[src/rtl/cm3_matrix_pkg.sv]
// Shared AHB encodings for the cm3_matrix bus matrix: transfer types, burst
// codes and slave responses used by the input stage, decoder and output stage.
package cm3_matrix_pkg;

    localparam logic [1:0] TRANS_IDLE   = 2'b00;
    localparam logic [1:0] TRANS_BUSY   = 2'b01;
    localparam logic [1:0] TRANS_NONSEQ = 2'b10;
    localparam logic [1:0] TRANS_SEQ    = 2'b11;

    localparam logic [2:0] BURST_INCR   = 3'b001;

    localparam logic [1:0] RESP_OKAY    = 2'b00;
    localparam logic [1:0] RESP_ERROR   = 2'b01;
    localparam logic [1:0] RESP_RETRY   = 2'b10;
    localparam logic [1:0] RESP_SPLIT   = 2'b11;

    // A replayed SEQ beat has lost its burst context, so it restarts as NONSEQ.
    function automatic logic [1:0] replay_trans(input logic [1:0] trans);
        logic [1:0] res;
        if (trans == TRANS_SEQ) begin
            res = TRANS_NONSEQ;
        end else begin
            res = trans;
        end
        return res;
    endfunction

    function automatic logic [2:0] replay_burst(input logic [1:0] trans, input logic [2:0] burst);
        logic [2:0] res;
        if (trans == TRANS_SEQ) begin
            res = BURST_INCR;
        end else begin
            res = burst;
        end
        return res;
    endfunction

endpackage

[src/rtl/cm3_matrix_hold_reg.sv]
// Enable-loaded register bank holding one AHB address phase (address and
// control fields) for later replay by the matrix input stage.
module cm3_matrix_hold_reg
    import cm3_matrix_pkg::*;
#(
    parameter int ADDR_W = 32,
    parameter int USER_W = 32
) (
    input  logic              HCLK,
    input  logic              HRESETn,
    input  logic              load_i,
    input  logic [ADDR_W-1:0] addr_i,
    input  logic [1:0]        trans_i,
    input  logic              write_i,
    input  logic [2:0]        size_i,
    input  logic [2:0]        burst_i,
    input  logic [3:0]        prot_i,
    input  logic              lock_i,
    input  logic [USER_W-1:0] auser_i,
    output logic [ADDR_W-1:0] addr_o,
    output logic [1:0]        trans_o,
    output logic              write_o,
    output logic [2:0]        size_o,
    output logic [2:0]        burst_o,
    output logic [3:0]        prot_o,
    output logic              lock_o,
    output logic [USER_W-1:0] auser_o
);

    // Capture the whole address phase whenever the master completes one.
    always_ff @(posedge HCLK or negedge HRESETn) begin
        if (!HRESETn) begin
            addr_o  <= {ADDR_W{1'b0}};
            trans_o <= TRANS_IDLE;
            write_o <= 1'b0;
            size_o  <= 3'b000;
            burst_o <= 3'b000;
            prot_o  <= 4'b0000;
            lock_o  <= 1'b0;
            auser_o <= {USER_W{1'b0}};
        end else if (load_i) begin
            addr_o  <= addr_i;
            trans_o <= trans_i;
            write_o <= write_i;
            size_o  <= size_i;
            burst_o <= burst_i;
            prot_o  <= prot_i;
            lock_o  <= lock_i;
            auser_o <= auser_i;
        end
    end

endmodule

[src/rtl/cm3_matrix_in_stage.sv]
// Slave-port input stage of cm3_matrix: holds an address phase the output
// stage could not take, replays it to the decoder and stalls the master meanwhile.
module cm3_matrix_in_stage
    import cm3_matrix_pkg::*;
#(
    parameter int ADDR_W = 32,
    parameter int USER_W = 32
) (
    input  logic              HCLK,
    input  logic              HRESETn,
    input  logic              HSELS,
    input  logic [ADDR_W-1:0] HADDRS,
    input  logic [1:0]        HTRANSS,
    input  logic              HWRITES,
    input  logic [2:0]        HSIZES,
    input  logic [2:0]        HBURSTS,
    input  logic [3:0]        HPROTS,
    input  logic              HMASTLOCKS,
    input  logic [USER_W-1:0] HAUSERS,
    input  logic              HREADYS,
    input  logic              active_dec,
    input  logic              readyout_dec,
    input  logic [1:0]        resp_dec,
    output logic              sel_in,
    output logic [ADDR_W-1:0] addr_in,
    output logic [1:0]        trans_in,
    output logic              write_in,
    output logic [2:0]        size_in,
    output logic [2:0]        burst_in,
    output logic [3:0]        prot_in,
    output logic              lock_in,
    output logic [USER_W-1:0] auser_in,
    output logic              ready_in,
    output logic              held_tran_in,
    output logic              HREADYOUTS,
    output logic [1:0]        HRESPS
);

    logic              load_reg_s;
    logic              pend_tran_q;
    logic              pend_tran_d;
    logic [ADDR_W-1:0] h_addr_s;
    logic [1:0]        h_trans_s;
    logic              h_write_s;
    logic [2:0]        h_size_s;
    logic [2:0]        h_burst_s;
    logic [3:0]        h_prot_s;
    logic              h_lock_s;
    logic [USER_W-1:0] h_auser_s;

    // IDLE/BUSY have HTRANS[1] clear, so they never reach the holding register.
    assign load_reg_s = HSELS & HTRANSS[1] & HREADYS;

    cm3_matrix_hold_reg #(
        .ADDR_W (ADDR_W),
        .USER_W (USER_W)
    ) u_hold_reg (
        .HCLK    (HCLK),
        .HRESETn (HRESETn),
        .load_i  (load_reg_s),
        .addr_i  (HADDRS),
        .trans_i (HTRANSS),
        .write_i (HWRITES),
        .size_i  (HSIZES),
        .burst_i (HBURSTS),
        .prot_i  (HPROTS),
        .lock_i  (HMASTLOCKS),
        .auser_i (HAUSERS),
        .addr_o  (h_addr_s),
        .trans_o (h_trans_s),
        .write_o (h_write_s),
        .size_o  (h_size_s),
        .burst_o (h_burst_s),
        .prot_o  (h_prot_s),
        .lock_o  (h_lock_s),
        .auser_o (h_auser_s)
    );

    // Pending flag next state: a new hold wins over a simultaneous acceptance.
    always_comb begin
        pend_tran_d = pend_tran_q;
        if (load_reg_s && !active_dec) begin
            pend_tran_d = 1'b1;
        end else if (pend_tran_q && active_dec) begin
            pend_tran_d = 1'b0;
        end else begin
            pend_tran_d = pend_tran_q;
        end
    end

    // Pending flag register.
    always_ff @(posedge HCLK or negedge HRESETn) begin
        if (!HRESETn) begin
            pend_tran_q <= 1'b0;
        end else begin
            pend_tran_q <= pend_tran_d;
        end
    end

    // Decoder-side mux and master response; the live path stays combinational.
    always_comb begin
        sel_in       = HSELS;
        addr_in      = HADDRS;
        trans_in     = HTRANSS;
        write_in     = HWRITES;
        size_in      = HSIZES;
        burst_in     = HBURSTS;
        prot_in      = HPROTS;
        lock_in      = HMASTLOCKS;
        auser_in     = HAUSERS;
        held_tran_in = 1'b0;
        HREADYOUTS   = readyout_dec;
        HRESPS       = resp_dec;
        if (pend_tran_q) begin
            sel_in       = 1'b1;
            addr_in      = h_addr_s;
            trans_in     = replay_trans(h_trans_s);
            write_in     = h_write_s;
            size_in      = h_size_s;
            burst_in     = replay_burst(h_trans_s, h_burst_s);
            prot_in      = h_prot_s;
            lock_in      = h_lock_s;
            auser_in     = h_auser_s;
            held_tran_in = 1'b1;
            // The master's data phase belongs to the held transfer, not yet started.
            HREADYOUTS   = 1'b0;
            HRESPS       = RESP_OKAY;
        end else begin
            held_tran_in = 1'b0;
        end
    end

    // No output-side data phase is open while holding, so the decoder may sample.
    assign ready_in = pend_tran_q | HREADYS;

endmodule

[config.mk]
export PLATFORM = sky130hd
export DESIGN_NAME = cm3_matrix_in_stage
export DESIGN_NICKNAME = d
export VERILOG_FILES = /design/src/rtl/cm3_matrix_pkg.sv /design/src/rtl/cm3_matrix_hold_reg.sv /design/src/rtl/cm3_matrix_in_stage.sv
export SDC_FILE = /design/constraint.sdc
export NUM_CORES = 1
export LEC_CHECK = 0
export BUFFER_PORTS_ARGS = -buffer_cell sky130_fd_sc_hd__buf_2
export CORE_MARGIN = 2
export CORE_UTILIZATION = 35
export DETAILED_ROUTE_END_ITERATION = 12
export SETUP_SLACK_MARGIN = 0.05
export SYNTH_ARGS = -nofsm -noshare
export SYNTH_HDL_FRONTEND = slang
export SYNTH_HIERARCHICAL = 1
export SYNTH_SLANG_ARGS = --single-unit
[constraint.sdc]
create_clock -name HCLK -period 1.2 [get_ports HCLK]
set_input_delay 0.06 -clock HCLK [delete_from_list [all_inputs] [get_ports HCLK]]
set_output_delay 0.06 -clock HCLK [all_outputs]
set_load 0.03 [all_outputs]
==> results.py, run 1 <==
metrics = {
    "outcome": {
        "outcome": "finished, violations left",
        "violations": "negative setup slack",
    },
    "synthesis": {
        "synth-compound-area-share_pct": 0.868,
        "synth_fa_ha_area_share_pct": 0,
        "synthSimpleGateAreaFrac_pct": 1.55,
        "synth.ff_latch_count": 79,
        "syn_area_sq_um": 4040,
        "synth-seq-area-share_pct": 49.0,
        "postSynth.asyncResetShare_pct": 100,
        "synth_top_family_by_area": "multiplexers",
        "yosysWarnings": 6,
        "synthMuxAreaShare_pct": 44.8,
        "synthCells": 271,
        "synth_top_cell_by_area": "dfrtp_1",
        "synthFlopType": "dfrtp_1",
        "synth-edff-count": 0,
        "synth_xor_area_share_pct": 0,
        "synth.avg_cell_area_sq_um": 14.9,
        "synthDistinctLibCells": 16,
        "synth_top_cell_area_share_pct": 49.0,
        "ys_top_cells_by_count": "126 x mux2_2, 79 x dfrtp_1, 26 x mux2_4",
        "yosys-top-cells-area": "dfrtp_1 49%, mux2_2 35%, mux2_4 9.7%, buf_6 2.0%, buf_2 1.4%",
        "yosysMostFrequentCell": "mux2_2",
        "syn-num-nets": 357,
    },
    "die": {
        "row_count": 39,
        "die_h_microns": 111,
        "die_w_microns": 111,
        "core_sq_um": 11300,
        "io_pins": 170,
        "start_util_pct": 35.7,
        "die-area_sq_um": 12400,
    },
    "layout": {
        "n_antenna_cell": 0,
        "final_util_pct": 61.0,
        "area_growth_pct": 71.2,
        "finalNonFillerCells": 682,
        "nNetsFinal": 620,
        "drive_above_1_share_pct": 69.0,
    },
    "routing": {
        "drt_iter0_markers": 119,
        "wire_per_inst_microns": 15.5,
        "via_per_inst": 4.72,
        "via_count": 3218,
        "drc": 0,
        "drtPass1Iterations": 4,
        "final_antenna_net_count": 0,
        "totalWireLength_microns": 10600,
    },
    "placed_design": {
        "dp.cells": 576,
        "routabilityCongestion": 0.718,
        "hpwlAfterDp_microns": 5970,
        "portBuffers": 169,
    },
    "timing": {
        "post-route-period-util_pct": 138,
        "setup_viol": 84,
        "setup_slack_ns": -0.457,
        "tightest_slew_ns": 0.453,
        "period_minus_slack_ns": 1.66,
        "hold_violations": 0,
        "whs_ns": 0.0694,
        "relSlewSlack_pct": 69.8,
        "drv_slew": 0,
        "fmax_mhz": 603,
        "finClkSkew_ns": 0,
        "rsz0062_at_grt": "true",
        "finalSetupTns_ns": -35.03,
    },
    "grt": {
        "grt_pass1_wl_microns": 16300,
        "grt_pass1_vias": 3414,
        "grt_antenna_before_repair": 0,
        "grt_overflow_total": 0,
        "track_usage_pct": 16.0,
        "grt_max_degree": 80,
    },
    "critical_path": {
        "crit_path_end_kind": "primary output",
        "worstPathArrival_ns": 1.60,
        "crit_fanout": 8,
        "critPathKind": "reg -> out",
        "r2r-start": "pend_tran_q",
        "crit_path_top_delay_cell": "dfrtp_4",
        "crit_path_max_incr_delay_ns": 0.50,
        "worst_setup_path_start_kind": "flip-flop",
        "ff2ff_setup_slack_ns": 0.08,
        "path_buf_inv": 3,
        "worstPathRequired_ns": 1.14,
        "path_delay_family": "flip-flops",
        "crit_chain": "buf_8, clkbuf_16, mux2_4, buf_6",
        "reg2reg_depth": 4,
        "reg2reg_to": "pend_tran_q",
    },
    "clock_network": {
        "cts.sinks": 79,
        "clkSlewWorstSetupHoldPaths_ns": 0.06,
        "cts_buffers": 9,
        "insertion_delay_ns": 0.33,
        "cts-root-buf": "clkbuf_16",
        "htree_levels": 3,
        "cts_buffer_depth": 2,
        "cts_tree": "built",
    },
    "pwr": {
        "p_leak_nw": 3.13,
        "power_density_nw_per_um2": 1270,
        "max-vdd-ir-drop_v": 0.000680,
    },
    "worst_hold_path": {
        "hold_path.class": "in -> reg",
        "whs_path_depth": 3,
        "holdPathEnd": "pend_tran_q",
        "hold_path.startpoint": "HREADYS",
    },
    "job": {
        "drv_cap": 0,
    },
}
==> worst register-to-register path, stage by stage, from the launching register on <==
cell	delay, ns
dfrtp_4	0.50
buf_6	0.16
buf_8	0.14
a31oi_2	0.14
nor2_1	0.07
==> cells in the final DEF (no fill, tap or decap) <==
cell type and count:
nand2_1 1, buf_2 97, a21oi_1 1, bufinv_16 1, inv_1 3, nor2b_4 2, a31oi_2 1, nor2_4 1
or2_4 1, o22ai_4 3, nand2_2 2, clkinvlp_4 3, clkbuf_1 1, and2_1 1, and3_4 1, clkbuf_16 12
dfrtp_4 1, mux2_2 118, dlygate4sd3_1 80, clkbuf_4 1, nor2_1 1, or2_1 1, a21oi_4 1, buf_4 14
buf_8 4, buf_6 65, dfrtp_1 78, nor2b_2 1, clkbuf_8 1, clkinv_2 1, mux2_4 34, buf_12 7
==> how the worst max path moves through the flow <==
stage,start,end,slack [ns],cells after the start
floorplan,pend_tran_q,addr_in[22],-0.08,4
global placement,pend_tran_q,addr_in[13],-0.09,3
detailed placement,pend_tran_q,addr_in[13],-0.11,3
CTS,pend_tran_q,addr_in[13],-0.47,3
global route,pend_tran_q,auser_in[20],-0.50,4
finish,pend_tran_q,addr_in[22],-0.46,4
==> logic make-up after synthesis <==
group | after synthesis
buffers and inverters | 22
AND/OR/NAND/NOR | 12
AO/OA/AOI/OAI | 6
flip-flops | 79
multiplexers | 152
==> sequential cells by signal, summed over array words and instances, names as in the netlist <==
register and cells:
u_hold_reg/lock_o 1, u_hold_reg/auser_o 32, u_hold_reg/addr_o 32, u_hold_reg/size_o 3, u_hold_reg/trans_o 2, u_hold_reg/burst_o 3
u_hold_reg/write_o 1, pend_tran_q 1, u_hold_reg/prot_o 4
==> through the flow <==
step,setup slack (ns),total power [mW],area [sq um]
after global routing,-0.502,9.23,6910
after floorplan,-0.0846,4.94,4130
after detailed placement,-0.108,5.54,5180
final,-0.457,8.79,6910
after CTS,-0.468,8.70,6550
after global placement,-0.0893,5.49,5180
==> cell type report <==
class                           count  area, sq um
Fill cell                         858         4410
Timing Repair Buffer              271         2410
Multi-Input combinational cell    170         2030
Sequential cell                    79         1980
Clock buffer                       11          243
Tap cell                          143          179
Clock inverter                      5         57.6
Inverter                            3         11.3
==> power breakdown <==
| group | total, mW | switching (mW) | internal, mW |
|---|---|---|---|
| sequential | 3.42 | 0.254 | 3.17 |
| clock | 2.72 | 1.05 | 1.66 |
| combinational | 2.65 | 1.16 | 1.49 |
==> repair_timing <==
item                       CTS  global route
cloned                       0             5
buffers inserted             1             5
hold buffers                80             0
setup endpoints to repair   84            85
hold endpoints to repair   158             0
gates resized for setup     91            75
pin swaps                    0             1
==> layer usage <==
metal	vias up	GRT usage, %	routed length (microns)
li1	1500	-	-
met1	1604	20.6	4550
met2	104	26.3	5330
met3	10	4.46	575
met4	0	5.43	127
met5	-	0	0
Power figures use the tool's default switching activity.
==> run 2, diff against run 1 <==
Settings changed: ABC_AREA set to 1, CORE_UTILIZATION 35 to 45, PLACE_DENSITY set to 0.76.
Clock period 1.2 ns to 1.8 ns, I/O delays scaled along.
==> run 2 against run 1 <==
Compared with the run above:
- the flow now finishes without violations
- first-iteration DRC count rose by 110%
- combinational power shrank 50%
- clock-buffer cell count up 2
- utilization up 6.8 points
- sequential share of layout area grew 4.6 points
- synthesized cell count is 120% higher
- wire length rose by 12%
- die area shrank 21%
- cell count increased by 39%
- critical path type unchanged
- largest cell class is now registers
==> results.py, run 2 <==
metrics = {
    "synthesis": {
        "synth-edff-count": 0,
        "syn-num-nets": 682,
        "syn_area_sq_um": 4070,
        "synthFlopType": "dfrtp_1",
        "yosys-top-cells-area": "dfrtp_1 49%, nand2_1 43%, buf_6 3.0%, buf_2 2.3%, buf_4 0.55%",
        "ys_top_cells_by_count": "464 x nand2_1, 79 x dfrtp_1, 19 x buf_2",
        "synthDistinctLibCells": 15,
        "synth.ff_latch_count": 79,
        "synth_top_cell_by_area": "dfrtp_1",
        "synth-seq-area-share_pct": 48.6,
        "synth.avg_cell_area_sq_um": 6.82,
        "yosysWarnings": 6,
        "postSynth.asyncResetShare_pct": 100,
        "yosysMostFrequentCell": "nand2_1",
        "synthCells": 596,
        "synth_top_cell_area_share_pct": 48.6,
    },
    "layout": {
        "final_common_cell": "nand2_1",
        "n_antenna_cell": 0,
        "layout_common_cells": "464 x nand2_1, 167 x buf_2, 80 x dlygate4sd3_1",
        "nFillCells": 691,
        "final_util_pct": 67.9,
        "fin_area_sq_um": 5950,
        "area_growth_pct": 46.2,
        "finalNonFillerCells": 946,
        "nNetsFinal": 919,
        "drive_above_1_share_pct": 24.0,
        "top_regs": "u_hold_reg/addr_o (32), u_hold_reg/auser_o (32), u_hold_reg/prot_o (4)",
    },
    "die": {
        "io_pins": 170,
        "die_w_microns": 99.1,
        "die-area_sq_um": 9820,
        "core_sq_um": 8760,
        "die_h_microns": 99.1,
        "row_count": 34,
        "start_util_pct": 46.4,
    },
    "clock_network": {
        "cts_buffers": 9,
        "htree_levels": 3,
        "insertion_delay_ns": 0.33,
        "cts.sinks": 79,
        "clkSlewWorstSetupHoldPaths_ns": 0.07,
        "cts_tree": "built",
        "cts_buffer_depth": 2,
        "cts-root-buf": "clkbuf_8",
    },
    "routing": {
        "drt_iter0_markers": 254,
        "totalWireLength_microns": 11800,
        "drtPass1Iterations": 5,
        "final_antenna_net_count": 0,
        "via_count": 4441,
        "drc": 0,
        "wire_per_inst_microns": 12.5,
        "via_per_inst": 4.69,
    },
    "timing": {
        "relSlewSlack_pct": 60.8,
        "drv_slew": 0,
        "finClkSkew_ns": 0,
        "rsz0062_at_grt": "true",
        "setup_viol": 0,
        "hold_violations": 0,
        "tightest_slew_ns": 0.588,
        "whs_ns": 0.0623,
        "setup_slack_ns": 0.0800,
        "fmax_mhz": 581,
        "period_minus_slack_ns": 1.72,
        "post-route-period-util_pct": 95.6,
    },
    "worst_hold_path": {
        "hold_path.class": "in -> reg",
    },
    "critical_path": {
        "crit_path_max_incr_delay_ns": 0.45,
        "crit_path_end_kind": "primary output",
        "crit_path_top_delay_cell": "dfrtp_2",
        "critPathKind": "reg -> out",
        "worstPathArrival_ns": 1.63,
        "crit_chain": "inv_4, buf_4, nand2_1, nand2_1, buf_2",
        "crit_fanout": 21,
        "path_common_cell": "nand2_1",
        "path_buf_inv": 3,
        "worstPathRequired_ns": 1.71,
        "worst_setup_path_start_kind": "flip-flop",
        "path_delay_family": "buffers and inverters",
    },
    "grt": {
        "grt_pass1_vias": 4184,
        "grt_overflow_total": 0,
        "grt_pass1_wl_microns": 19200,
        "grt_max_degree": 84,
        "grt_antenna_before_repair": 0,
        "track_usage_pct": 24.1,
    },
    "placed_design": {
        "portBuffers": 169,
        "dp.cells": 850,
        "dpl_cell_area_sq_um": 4910,
        "routabilityCongestion": 0.839,
        "hpwlAfterDp_microns": 6930,
        "post-place-ws_ns": 0.376,
    },
    "pwr": {
        "max-vdd-ir-drop_v": 0.000406,
        "power_density_nw_per_um2": 838,
        "p_leak_nw": 3.55,
    },
    "outcome": {
        "outcome": "finished, final reports clean",
    },
    "job": {
        "drv_cap": 0,
    },
}
-- run 2: cells by family (layout without fill, tap and decap cells) --
family / count (synthesis) / in the layout / synth area share (%)
and+or+nand+nor: 473 / 473 / 43.9
buffers and inverters: 41 / 283 / 7.07
DFF: 79 / 79 / 48.6
AOI/OAI and AO/OA: 3 / 3 / 0.461
-- run 2: worst reg2reg max path, cell delays in order, from the launching register on --
cell and delay, ns:
dfrtp_2 0.45, inv_4 0.22, buf_12 0.24, a21oi_1 0.10
-- run 2: worst paths after layout --
check	start	end	depth (start not counted)	slack [ns]
min	HREADYS	pend_tran_q	3	0.06
min in group asynchronous	HRESETn	u_hold_reg/addr_o[22]	2	0.30
max	pend_tran_q	auser_in[24]	5	0.08
min reg2reg	u_hold_reg/prot_o[3]	u_hold_reg/prot_o[3]	2	0.47
max reg2reg	pend_tran_q	pend_tran_q	3	0.67
max in group asynchronous	HRESETn	u_hold_reg/addr_o[16]	3	0.81
-- run 2: stage by stage --
stage	setup TNS, ns	total power [mW]
finish	0	4.99
global route	-0.0180	5.27
CTS	0	5.01
detailed placement	0	3.41
global placement	0	3.37
floorplan	0	3.02
-- run 2: routing by layer --
layer  part of all wire, %  global-route usage [%]
met5                     0                       0
met4                   2.2                    9.38
met3                   6.5                    4.04
met2                    49                    40.4
met1                    42                    31.1
-- run 2: report_power, final --
part / switching (mW) / internal (mW)
Clock: 0.595 / 0.857
Combinational: 0.831 / 0.491
Sequential: 0.158 / 2.05
Total: 1.58 / 3.40
-- run 2: area by class of cell --
| type | count | area (sq um) | area share, % |
|---|---|---|---|
| Inverter | 7 | 28.8 | 0.484 |
| Clock buffer | 13 | 159 | 2.67 |
| Clock inverter | 3 | 65.1 | 1.09 |
| Timing Repair Buffer | 260 | 1780 | 29.9 |
| Tap cell | 108 | 135 | 2.27 |
| Sequential cell | 79 | 1980 | 33.3 |
| Multi-Input combinational cell | 476 | 1800 | 30.3 |
-- run 2: repair_timing --
item | 4_1_cts | 5_1_grt
hold endpoints to repair | 119 | 0
gates resized for setup | 1 | 2
setup buffers | 0 | 0
setup endpoints to repair | 60 | 26
hold buffers | 80 | 0
